$ cat src/rtl/mac16_accumulator_pkg.sv
// Shared widths and helpers for the 16x16 MAC with 40-bit accumulator.
package mac16_accumulator_pkg;

  localparam int OPER_W      = 16;
  localparam int EXT_W       = 20;
  localparam int ACC_W       = 40;
  localparam int OUT_SEL_MAX = 24;
  localparam int SEL_W       = 6;

  // Half-LSB of the selected output window; zero when no window shift applies.
  function automatic logic [ACC_W-1:0] rnd_const(input logic [SEL_W-1:0] sel);
    logic [ACC_W-1:0] r;
    r = '0;
    if (sel >= SEL_W'(1) && sel <= SEL_W'(OUT_SEL_MAX)) begin
      r = ACC_W'(1) << (sel - SEL_W'(1));
    end
    return r;
  endfunction

endpackage

$ cat src/rtl/mac16_accumulator_if.sv
// Operand, control and result bundle of the MAC accumulator.
interface mac16_accumulator_if;
  import mac16_accumulator_pkg::*;

  logic                 EFPGA_MATHB_CLK_EN;
  logic [OPER_W-1:0]    MAC_OPER_DATA;
  logic [OPER_W-1:0]    MAC_COEF_DATA;
  logic                 MAC_ACC_RND;
  logic                 MAC_ACC_CLEAR;
  logic                 MAC_ACC_SAT;
  logic [SEL_W-1:0]     MAC_OUT_SEL;
  logic                 MAC_TC;
  logic [OPER_W-1:0]    MAC_OUT;

  modport master (
    output EFPGA_MATHB_CLK_EN, MAC_OPER_DATA, MAC_COEF_DATA, MAC_ACC_RND,
           MAC_ACC_CLEAR, MAC_ACC_SAT, MAC_OUT_SEL, MAC_TC,
    input  MAC_OUT
  );

  modport slave (
    input  EFPGA_MATHB_CLK_EN, MAC_OPER_DATA, MAC_COEF_DATA, MAC_ACC_RND,
           MAC_ACC_CLEAR, MAC_ACC_SAT, MAC_OUT_SEL, MAC_TC,
    output MAC_OUT
  );

endinterface

$ cat src/rtl/mac16_accumulator_mac_mul_add.sv
// Combinational MAC = A*B + C (mod 2^40) on 20-bit extended operands.
module mac_mul_add
  import mac16_accumulator_pkg::*;
#(
  parameter int USE_BW = 0
) (
  input  logic [EXT_W-1:0] A,
  input  logic [EXT_W-1:0] B,
  input  logic [ACC_W-1:0] C,
  input  logic             TC,
  output logic [ACC_W-1:0] MAC
);

  logic [ACC_W-1:0] a_wide;
  assign a_wide = {{(ACC_W-EXT_W){TC & A[EXT_W-1]}}, A};

  generate
    if (USE_BW != 0) begin : g_bw
      logic [ACC_W-1:0] b_wide;
      assign b_wide = {{(ACC_W-EXT_W){TC & B[EXT_W-1]}}, B};
      assign MAC    = a_wide * b_wide + C;
    end else begin : g_lib
      logic [EXT_W:0][ACC_W-1:0] chain;
      assign chain[0] = C;
      for (genvar gi = 0; gi < EXT_W; gi++) begin : g_pp
        logic [ACC_W-1:0] pp;
        assign pp = B[gi] ? (a_wide << gi) : '0;
        if (gi == EXT_W - 1) begin : g_msb
          // The top bit of a two's-complement multiplier has negative weight.
          assign chain[gi+1] = TC ? (chain[gi] - pp) : (chain[gi] + pp);
        end else begin : g_mid
          assign chain[gi+1] = chain[gi] + pp;
        end
      end
      assign MAC = chain[EXT_W];
    end
  endgenerate

endmodule

$ cat src/rtl/mac16_accumulator.sv
// 16x16 signed/unsigned multiply-accumulate with rounding, window select and saturation.
module mac16_accumulator
  import mac16_accumulator_pkg::*;
#(
  parameter int USE_BW      = 0,
  parameter int MULTI_WIDTH = 16
) (
  input  logic               MAC_ACC_CLK,
  input  logic               acc_ff_rstn,
  mac16_accumulator_if.slave bus
);

  logic [MULTI_WIDTH-1:0] oper_a;
  logic [MULTI_WIDTH-1:0] oper_b;
  logic [EXT_W-1:0]       a_ext;
  logic [EXT_W-1:0]       b_ext;
  logic [ACC_W-1:0]       feedback;
  logic [ACC_W-1:0]       mac_sum;
  logic [ACC_W-1:0]       acc_reg;
  logic [ACC_W-1:0]       acc_next;
  logic [SEL_W-1:0]       fsel_reg;

  assign oper_a = bus.MAC_OPER_DATA;
  assign oper_b = bus.MAC_COEF_DATA;
  assign a_ext  = {{(EXT_W-MULTI_WIDTH){bus.MAC_TC & oper_a[MULTI_WIDTH-1]}}, oper_a};
  assign b_ext  = {{(EXT_W-MULTI_WIDTH){bus.MAC_TC & oper_b[MULTI_WIDTH-1]}}, oper_b};

  // Rounding follows the live select so it lands on the edge fsel picks it up.
  always_comb begin
    feedback = acc_reg;
    if (bus.MAC_ACC_CLEAR) begin
      feedback = '0;
    end else if (bus.MAC_ACC_RND) begin
      feedback = rnd_const(bus.MAC_OUT_SEL);
    end
  end

  mac_mul_add #(
    .USE_BW (USE_BW)
  ) u_mul_add (
    .A   (a_ext),
    .B   (b_ext),
    .C   (feedback),
    .TC  (bus.MAC_TC),
    .MAC (mac_sum)
  );

  assign acc_next = bus.EFPGA_MATHB_CLK_EN ? mac_sum : acc_reg;

  always_ff @(posedge MAC_ACC_CLK or negedge acc_ff_rstn) begin
    if (!acc_ff_rstn) begin
      acc_reg  <= '0;
      fsel_reg <= '0;
    end else begin
      acc_reg  <= acc_next;
      fsel_reg <= bus.MAC_OUT_SEL;
    end
  end

  logic [SEL_W-1:0]        win_sel;
  logic [SEL_W-1:0]        sat_sel;
  logic [ACC_W-1:0]        win_shift;
  logic signed [ACC_W-1:0] hi_signed;
  logic [ACC_W-1:0]        hi_unsigned;
  logic [OPER_W-1:0]       window;
  logic                    no_sat;

  always_comb begin
    win_sel     = (fsel_reg > SEL_W'(OUT_SEL_MAX)) ? '0 : fsel_reg;
    sat_sel     = (fsel_reg < SEL_W'(OUT_SEL_MAX)) ? fsel_reg : '0;
    win_shift   = acc_reg >> win_sel;
    window      = win_shift[OPER_W-1:0];
    // Bits above the window's sign position must all agree for the window to be exact.
    hi_signed   = $signed(acc_reg) >>> (sat_sel + SEL_W'(15));
    hi_unsigned = acc_reg >> (sat_sel + SEL_W'(16));
    no_sat      = (&hi_signed) || (hi_signed == '0) ||
                  (!bus.MAC_TC && (hi_unsigned == '0));
    bus.MAC_OUT = window;
    if (bus.MAC_ACC_SAT && !no_sat) begin
      if (!bus.MAC_TC) begin
        bus.MAC_OUT = 16'hFFFF;
      end else if (acc_reg[ACC_W-1]) begin
        bus.MAC_OUT = 16'h8000;
      end else begin
        bus.MAC_OUT = 16'h7FFF;
      end
    end
  end

endmodule

$ cat src/flat_wrapper.sv
// flat-port wrapper written by rule: the top's interface ports become plain ports
module mac16_accumulator_flat import mac16_accumulator_pkg::*;
#(
  parameter int USE_BW      = 0,
  parameter int MULTI_WIDTH = 16
)
  (MAC_ACC_CLK, acc_ff_rstn, bus_EFPGA_MATHB_CLK_EN, bus_MAC_OPER_DATA, bus_MAC_COEF_DATA, bus_MAC_ACC_RND, bus_MAC_ACC_CLEAR, bus_MAC_ACC_SAT, bus_MAC_OUT_SEL, bus_MAC_TC, bus_MAC_OUT);
  mac16_accumulator_if bus_i ();
  input  logic MAC_ACC_CLK;
  input  logic acc_ff_rstn;
  input wire logic [$bits(bus_i.EFPGA_MATHB_CLK_EN)-1:0] bus_EFPGA_MATHB_CLK_EN;
  input wire logic [$bits(bus_i.MAC_OPER_DATA)-1:0] bus_MAC_OPER_DATA;
  input wire logic [$bits(bus_i.MAC_COEF_DATA)-1:0] bus_MAC_COEF_DATA;
  input wire logic [$bits(bus_i.MAC_ACC_RND)-1:0] bus_MAC_ACC_RND;
  input wire logic [$bits(bus_i.MAC_ACC_CLEAR)-1:0] bus_MAC_ACC_CLEAR;
  input wire logic [$bits(bus_i.MAC_ACC_SAT)-1:0] bus_MAC_ACC_SAT;
  input wire logic [$bits(bus_i.MAC_OUT_SEL)-1:0] bus_MAC_OUT_SEL;
  input wire logic [$bits(bus_i.MAC_TC)-1:0] bus_MAC_TC;
  output wire logic [$bits(bus_i.MAC_OUT)-1:0] bus_MAC_OUT;
  assign bus_i.EFPGA_MATHB_CLK_EN = bus_EFPGA_MATHB_CLK_EN;
  assign bus_i.MAC_OPER_DATA = bus_MAC_OPER_DATA;
  assign bus_i.MAC_COEF_DATA = bus_MAC_COEF_DATA;
  assign bus_i.MAC_ACC_RND = bus_MAC_ACC_RND;
  assign bus_i.MAC_ACC_CLEAR = bus_MAC_ACC_CLEAR;
  assign bus_i.MAC_ACC_SAT = bus_MAC_ACC_SAT;
  assign bus_i.MAC_OUT_SEL = bus_MAC_OUT_SEL;
  assign bus_i.MAC_TC = bus_MAC_TC;
  assign bus_MAC_OUT = bus_i.MAC_OUT;
  mac16_accumulator #(.USE_BW(USE_BW), .MULTI_WIDTH(MULTI_WIDTH)) u_core (.MAC_ACC_CLK(MAC_ACC_CLK), .acc_ff_rstn(acc_ff_rstn), .bus(bus_i));
endmodule
$ cat config.mk
export PLATFORM = sky130hd
export DESIGN_NAME = mac16_accumulator_flat
export DESIGN_NICKNAME = d
export VERILOG_FILES = /design/src/rtl/mac16_accumulator_pkg.sv /design/src/rtl/mac16_accumulator_if.sv /design/src/rtl/mac16_accumulator_mac_mul_add.sv /design/src/rtl/mac16_accumulator.sv /design/src/flat_wrapper.sv
export SDC_FILE = /design/constraint.sdc
export NUM_CORES = 1
export LEC_CHECK = 0
export BUFFER_PORTS_ARGS = -buffer_cell sky130_fd_sc_hd__buf_2
export CELL_PAD_IN_SITES_DETAIL_PLACEMENT = 0
export CELL_PAD_IN_SITES_GLOBAL_PLACEMENT = 1
export CORE_MARGIN = 10
export CORE_UTILIZATION = 35
export CTS_CLUSTER_SIZE = 30
export DETAILED_ROUTE_END_ITERATION = 10
export GPL_ROUTABILITY_DRIVEN = 0
export PLACE_DENSITY_LB_ADDON = 0.1
export SLEW_MARGIN = 20
export SYNTH_ARGS = -nofsm -noshare
export SYNTH_HDL_FRONTEND = slang
export SYNTH_SLANG_ARGS = --single-unit
$ cat constraint.sdc
create_clock -name MAC_ACC_CLK -period 24.9 [get_ports MAC_ACC_CLK]
set_clock_uncertainty 0.1 [all_clocks]
set_input_delay 2.49 -clock MAC_ACC_CLK [delete_from_list [all_inputs] [get_ports MAC_ACC_CLK]]
set_output_delay 2.49 -clock MAC_ACC_CLK [all_outputs]
set_load 0.02 [all_outputs]
==> results.sh, run 1 <==
export IMPL_dieArea_sq_mm=0.0753
export IMPL_rows=93
export IMPL_routedWlPerCell_um=22.2
export IMPL_cts_htree_levels=2
export IMPL_post_cts_buffers=0
export IMPL_grt_pass1_vias=21036
export IMPL_final_max_slew_viol_count=0
export IMPL_grt_max_degree=69
export IMPL_overflow=0
export IMPL_hold_buffers=0
export IMPL_largest_register_ff_count=40
export IMPL_synth_edf_count=0
export IMPL_clock_latency_ns=0.31
export IMPL_drt_iter0_markers=1571
export IMPL_nets=3235
export IMPL_avgSynthCellArea_sq_um=8.17
export IMPL_r2r_end="u_core.acc_reg[39]"
export IMPL_synthCells=2775
export IMPL_core_area_sq_mm=0.0642
export IMPL_synth_warnings=0
export IMPL_endpoint_kind="flop"
export IMPL_max_cap_viol_count=0
export IMPL_dp_hpwl_um=62700
export IMPL_die_width_um=274
export IMPL_ant_nets=0
export IMPL_worst_pin_slew_ns=1.06
export IMPL_synth_seq_cells=46
export IMPL_cts_buffers=5
export IMPL_period_needed_ns=11.62
export IMPL_cts_reportedPaths_clkPinSlew_ns=0.08
export IMPL_cts_resized=0
export IMPL_final_setup_worst_slack_ns=13.28
export IMPL_critPathLaunchType="input port"
export IMPL_synth_cell_types=87
export IMPL_fill_cells=6849
export IMPL_seq_area_frac_synth_pct=5.08
export IMPL_pre_cts_slack_ns=12.97
export IMPL_antenna_found_initial=1
export IMPL_required_ns=24.93
export IMPL_postRouteWirelength_um=78500
export IMPL_r2r_slack_ns=15.60
export IMPL_async_flop_share_pct=100
export IMPL_finalSetupViolations=0
export IMPL_dpl_cell_count=3532
export IMPL_track_usage_pct=21.0
export IMPL_rsz0062_at_grt="false"
export IMPL_wl_met1_um=36200
export IMPL_drc=0
export IMPL_ys_flop_type="dfrtp_1"
export IMPL_grt_pass1_wl_um=125000
export IMPL_crit_path_top_delay_cell="o31ai_1"
export IMPL_num_vias=19690
export IMPL_cp_arrival_ns=11.65
export IMPL_max_freq_ghz=0.0861
export IMPL_hold_violations=0
export IMPL_met3_length_um=3920
export IMPL_cpPeakStageDelay_ns=0.79
export IMPL_start_util_pct=35.3
export IMPL_syn_to_final_growth_pct=4.55
export IMPL_cpMostUsedCell="fa_1"
export IMPL_numPortBuffers=60
export IMPL_hold_path_class="flop to flop"
export IMPL_drive_gt1_share_pct=7.30
export IMPL_final_cells=3540
export IMPL_status="complete, no violations"
export IMPL_cpLargestDelayFamily="adder cells"
export IMPL_holdWs_ns=0.628
export IMPL_path_depth=37
export IMPL_fin_crit_sh_pct=46.6
export IMPL_criticalPathCategory="input port to flop"
export IMPL_startpoint="bus_MAC_OUT_SEL[3]"
export IMPL_r2r_start="u_core.acc_reg[10]"
export IMPL_fin_setup_tns_ns=0
export IMPL_slew_limit_headroom_pct=29.2
export IMPL_critical_path_buf_inv_count=5
export IMPL_n_antenna_cell=0
export IMPL_synth_area_sq_mm=0.0227
export IMPL_critical_path_max_fanout=5
export IMPL_fp_dieH_um=274
export IMPL_syn_nets=3326
export IMPL_reg2regPathDepth=32
export IMPL_cts_sinks=46
export IMPL_first_pass_iters=9
export IMPL_dr_wl_met2_um=36500
export IMPL_highest_layer="met5"
export IMPL_cts_tree="built"
export IMPL_cts_root_buf="clkbuf_16"
export IMPL_pin_count=61
export IMPL_via_per_inst=5.56
export IMPL_crit_end="u_core.acc_reg[39]"
export IMPL_max_clock_path_buffers=2
[layer usage]
layer / up-vias / global-route usage [%]
met5: - / 0
met4: 2 / 4.83
met3: 115 / 2.12
met2: 627 / 34.6
met1: 10008 / 29.3
li1: 8938 / -
[area by class of cell]
type | instances | area, sq um | area share (%)
multi-input combinational | 2094 | 19100 | 80.6
inverter | 445 | 1670 | 7.05
sequential | 46 | 1150 | 4.86
tap | 855 | 1070 | 4.51
timing repair buffer | 92 | 541 | 2.28
clock buffer | 7 | 133 | 0.560
clock inverter | 1 | 30.0 | 0.127
[metrics by stage]
| stage | cell area (sq um) | utilization [%] |
|---|---|---|
| 2_1_floorplan | 22700 | - |
| 3_3_place_gp | 23500 | 36.6 |
| 3_5_place_dp | 23500 | 36.6 |
| 4_1_cts | 23700 | 36.9 |
| 5_1_grt | 23700 | 36.9 |
| 6_report | 23700 | 36.9 |
[cell usage in the layout, fill, tap and decap left out, types with 14 or more instances in the layout]
cell type and n:
a211oi_1 54, a21o_1 28, a21oi_1 114, a22oi_1 36, a31oi_1 15, and2_1 101
and3_1 42, buf_2 60, buf_4 32, dfrtp_1 46, fa_1 386, ha_1 119
inv_1 444, mux2_2 52, mux2i_1 74, mux4_2 14, nand2_1 366, nand2b_1 45
nand3_1 60, nand4_1 20, nor2_1 123, nor2b_1 18, nor3_1 58, o21ai_0 85
xnor2_1 38, xor2_1 20
[cells in the mapped netlist, drive strengths merged, types with 6 or more instances]
library cell	number	area share (%)
inv	445	7.4
fa	386	34
nand2	367	6.1
clkbuf	144	2.4
nor2	126	2.1
ha	120	6.6
a21oi	115	2.5
and2	102	2.8
o21ai	87	1.9
mux2i	75	3.4
nand3	60	1.3
nor3	59	1.3
a211oi	56	1.9
mux2	56	2.8
buf	46	1.0
dfrtp	46	5.1
nand2b	45	1.2
and3	42	1.2
xnor2	38	1.5
a22oi	36	1.2
a21o	28	0.93
nand4	20	0.55
xor2	20	0.77
nor2b	18	0.50
a31oi	15	0.41
mux4	14	1.4
nor4	13	0.45
o22ai	13	0.36
o31ai	13	0.43
or3	13	0.36
o221ai	11	0.43
o211ai	10	0.33
a311oi	9	0.35
o21bai	9	0.30
a2111oi	8	0.31
a211o	8	0.31
a22o	8	0.31
a31o	7	0.27
o21a	6	0.20
[worst min-delay path by stage]
| stage | start | end | slack (ns) | cells after the start |
|---|---|---|---|---|
| 2_1_floorplan | u_core.acc_reg[0] | u_core.acc_reg[0] | 0.43 | 1 |
| 3_3_place_gp | u_core.acc_reg[0] | u_core.acc_reg[0] | 0.60 | 1 |
| 3_5_place_dp | u_core.acc_reg[0] | u_core.acc_reg[0] | 0.61 | 1 |
| 4_1_cts | u_core.acc_reg[0] | u_core.acc_reg[0] | 0.63 | 1 |
| 5_1_grt | u_core.acc_reg[0] | u_core.acc_reg[0] | 0.62 | 1 |
| 6_report | u_core.acc_reg[0] | u_core.acc_reg[0] | 0.63 | 1 |
[logic make-up (layout without fill, tap and decap cells)]
group,Yosys count,in the layout,share of synthesized area [%]
AO/OA/AOI/OAI,491,491,14.7
XOR/XNOR,58,58,2.24
adder cells (fa/ha/maj),506,506,40.7
buffers and inverters,635,545,10.8
flip-flops,46,46,5.08
multiplexers,145,145,7.56
AND/OR/NAND/NOR,894,894,19.0
Power of run 1 is left out: the tool's default activity adds up to more than one toggle a clock period on the data nets, which glitch-free logic cannot reach.
==> run 2: changes to the inputs <==
--- a/config.mk
+++ b/config.mk
@@ -5,6 +5,7 @@
 export SDC_FILE = /design/constraint.sdc
 export NUM_CORES = 1
 export LEC_CHECK = 0
+export ABC_AREA = 1
 export BUFFER_PORTS_ARGS = -buffer_cell sky130_fd_sc_hd__buf_2
 export CELL_PAD_IN_SITES_DETAIL_PLACEMENT = 0
 export CELL_PAD_IN_SITES_GLOBAL_PLACEMENT = 1
==> constraint.sdc (replaced) <==
create_clock -name MAC_ACC_CLK -period 10.9 [get_ports MAC_ACC_CLK]
set_clock_uncertainty 0.1 [all_clocks]
set_input_delay 1.09 -clock MAC_ACC_CLK [delete_from_list [all_inputs] [get_ports MAC_ACC_CLK]]
set_output_delay 1.09 -clock MAC_ACC_CLK [all_outputs]
set_load 0.02 [all_outputs]
==> run 2 against run 1 <==
Compared with the run above:
- final area down 6.5%
- worst setup slack worse by 12 ns
- via count down 3.1%
- sequential share of layout area up 0.34 points
- sequential cell count unchanged
- non-clock buffer count down 10
- hold slack worse by 0.24 ns
- register-to-register slack worse by 13 ns
- count of clock-buffer cells in the layout down 1
- synthesized cell count up 9.5%
- global-route usage down 1.7 points
- wire length down 15%
- critical path type unchanged
- critical endpoint unchanged
- highest routed layer is now met4
==> results.sh, run 2 <==
export IMPL_drc=0
export IMPL_overflow=0
export IMPL_synth_area_sq_mm=0.0212
export IMPL_synth_seq_cells=46
export IMPL_async_flop_share_pct=100
export IMPL_drt_iter0_markers=1260
export IMPL_cts_buffers=5
export IMPL_via_per_inst=5.08
export IMPL_required_ns=10.99
export IMPL_layout_commonest_cell="nand2_1"
export IMPL_slew_limit_headroom_pct=34.3
export IMPL_n_antenna_cell=0
export IMPL_die_width_um=266
export IMPL_critPathLaunchType="input port"
export IMPL_nets=3524
export IMPL_grt_pass1_wl_um=110000
export IMPL_hold_buffers=0
export IMPL_synthCells=3038
export IMPL_r2r_start="u_core.acc_reg[13]"
export IMPL_synth_compound_area_share_pct=7.99
export IMPL_cts_reportedPaths_clkPinSlew_ns=0.06
export IMPL_synth_top_area_share_pct=36.4
export IMPL_synthTopCellsByCount="nand2_1, inv_1, fa_1"
export IMPL_start_util_pct=35.3
export IMPL_hold_path_end="u_core.acc_reg[25]"
export IMPL_synth_area_leader_cell="fa_1"
export IMPL_r2r_slack_ns=2.40
export IMPL_yosysMostFrequentCell="nand2_1"
export IMPL_hold_path_class="flop to flop"
export IMPL_status="complete, no violations"
export IMPL_hold_depth=2
export IMPL_pin_count=61
export IMPL_finalSetupViolations=0
export IMPL_cpPeakStageDelay_ns=0.56
export IMPL_reg2regPathDepth=36
export IMPL_rows=90
export IMPL_synthMuxAreaShare_pct=0.142
export IMPL_max_freq_ghz=0.101
export IMPL_final_max_slew_viol_count=0
export IMPL_seq_area_frac_synth_pct=5.43
export IMPL_cts_htree_levels=2
export IMPL_period_needed_ns=9.95
export IMPL_cp_arrival_ns=10.04
export IMPL_cts_tree="built"
export IMPL_critical_path_max_fanout=9
export IMPL_synth_area_top_cells="fa_1, nand2_1, inv_1"
export IMPL_min_from="u_core.acc_reg[25]"
export IMPL_largest_register_ff_count=40
export IMPL_first_pass_iters=5
export IMPL_postRouteWirelength_um=66300
export IMPL_antenna_found_initial=0
export IMPL_clock_latency_ns=0.30
export IMPL_grt_max_degree=48
export IMPL_endpoint_kind="flop"
export IMPL_drive_gt1_share_pct=4.00
export IMPL_ant_nets=0
export IMPL_synth_warnings=0
export IMPL_max_clock_path_buffers=2
export IMPL_fp_dieH_um=266
export IMPL_r2r_end="u_core.acc_reg[38]"
export IMPL_syn_to_final_growth_pct=4.53
export IMPL_synthSimpleGateAreaFrac_pct=25.9
export IMPL_grt_pass1_vias=20214
export IMPL_routedWlPerCell_um=17.7
export IMPL_criticalPathCategory="input port to flop"
export IMPL_max_cap_viol_count=0
export IMPL_layout_common_cells="nand2_1, inv_1, fa_1"
export IMPL_cts_resized=0
export IMPL_ys_flop_type="dfrtp_1"
export IMPL_core_area_sq_mm=0.0601
export IMPL_hold_violations=0
export IMPL_synth_xor_area_share_pct=2.31
export IMPL_worst_pin_slew_ns=0.982
export IMPL_dieArea_sq_mm=0.0708
export IMPL_dp_hpwl_um=57400
export IMPL_synth_cell_types=48
export IMPL_cpMostUsedCell="nand2_1"
export IMPL_cts_root_buf="clkbuf_16"
export IMPL_fin_crit_sh_pct=91.3
export IMPL_synth_edf_count=0
export IMPL_post_cts_buffers=0
export IMPL_crit_path_top_delay_cell="fa_1"
export IMPL_num_vias=19087
export IMPL_numPortBuffers=60
export IMPL_avgSynthCellArea_sq_um=6.98
export IMPL_rsz0062_at_grt="false"
export IMPL_fin_setup_tns_ns=0
export IMPL_syn_nets=3589
export IMPL_synthAdderAreaFrac_pct=43.5
export IMPL_cts_sinks=46
export IMPL_synth_top_family_by_area="adder cells"
export IMPL_track_usage_pct=19.4
[run 2: cell families (layout without fill, tap and decap cells)]
logic type / count (synthesis) / count (layout)
AND/OR/NAND/NOR: 1314 / 1314
XOR/XNOR: 53 / 53
buffers and inverters: 806 / 741
multiplexers: 3 / 3
AO/OA/AOI/OAI: 310 / 310
adder cells (fa/ha/maj): 506 / 506
flip-flops: 46 / 46
[run 2: final cells by class]
type                       count  area (sq um)
multi-input combinational   2186         16900
timing repair buffer          82           468
tap                          782           978
fill                        6587         38000
sequential                    46          1150
clock inverter                 1          30.0
inverter                     652          2450
clock buffer                   6           139
[run 2: worst max-delay path by stage]
stage | slack [ns] | start | cells after the start | to
floorplan | 1.73 | bus_MAC_OUT_SEL[3] | 47 | u_core.acc_reg[38]
global placement | 0.75 | bus_MAC_OUT_SEL[0] | 49 | u_core.acc_reg[38]
detailed placement | 0.59 | bus_MAC_OUT_SEL[0] | 49 | u_core.acc_reg[38]
CTS | 0.91 | bus_MAC_OUT_SEL[0] | 49 | u_core.acc_reg[38]
global route | 0.03 | bus_MAC_OUT_SEL[1] | 50 | u_core.acc_reg[38]
finish | 0.95 | bus_MAC_OUT_SEL[3] | 48 | u_core.acc_reg[39]
[run 2: worst max-delay path: cells and delay by family]
kind                     cells  cell delay (ns)
XOR/XNOR                     2             0.28
AND/OR/NAND/NOR             19             2.30
buffers and inverters        9             0.80
AO/OA/AOI/OAI                8             1.75
adder cells (fa/ha/maj)     10             3.81
[run 2: per-layer routing]
metal  GRT usage (%)  vias to the layer above  routed length (um)
met4            3.17                        0                1070
met1            26.2                     9489               30200
met3            1.74                       60                2880
li1                -                     9100                   -
met5               0                        -                   0
met2            33.7                      438               32100
[run 2: through the flow]
stage	util [%]	cells	hold WS [ns]	cell area [sq um]	setup WS (ns)
5_1_grt	36.9	3755	0.412	22200	0.0271
2_1_floorplan	-	3038	0.353	21200	1.73
3_3_place_gp	36.6	3748	0.368	22000	0.753
6_report	36.9	3755	0.384	22200	0.950
3_5_place_dp	36.6	3748	0.373	22000	0.589
4_1_cts	36.8	3755	0.390	22200	0.907
Power of run 2 is left out for the same reason.
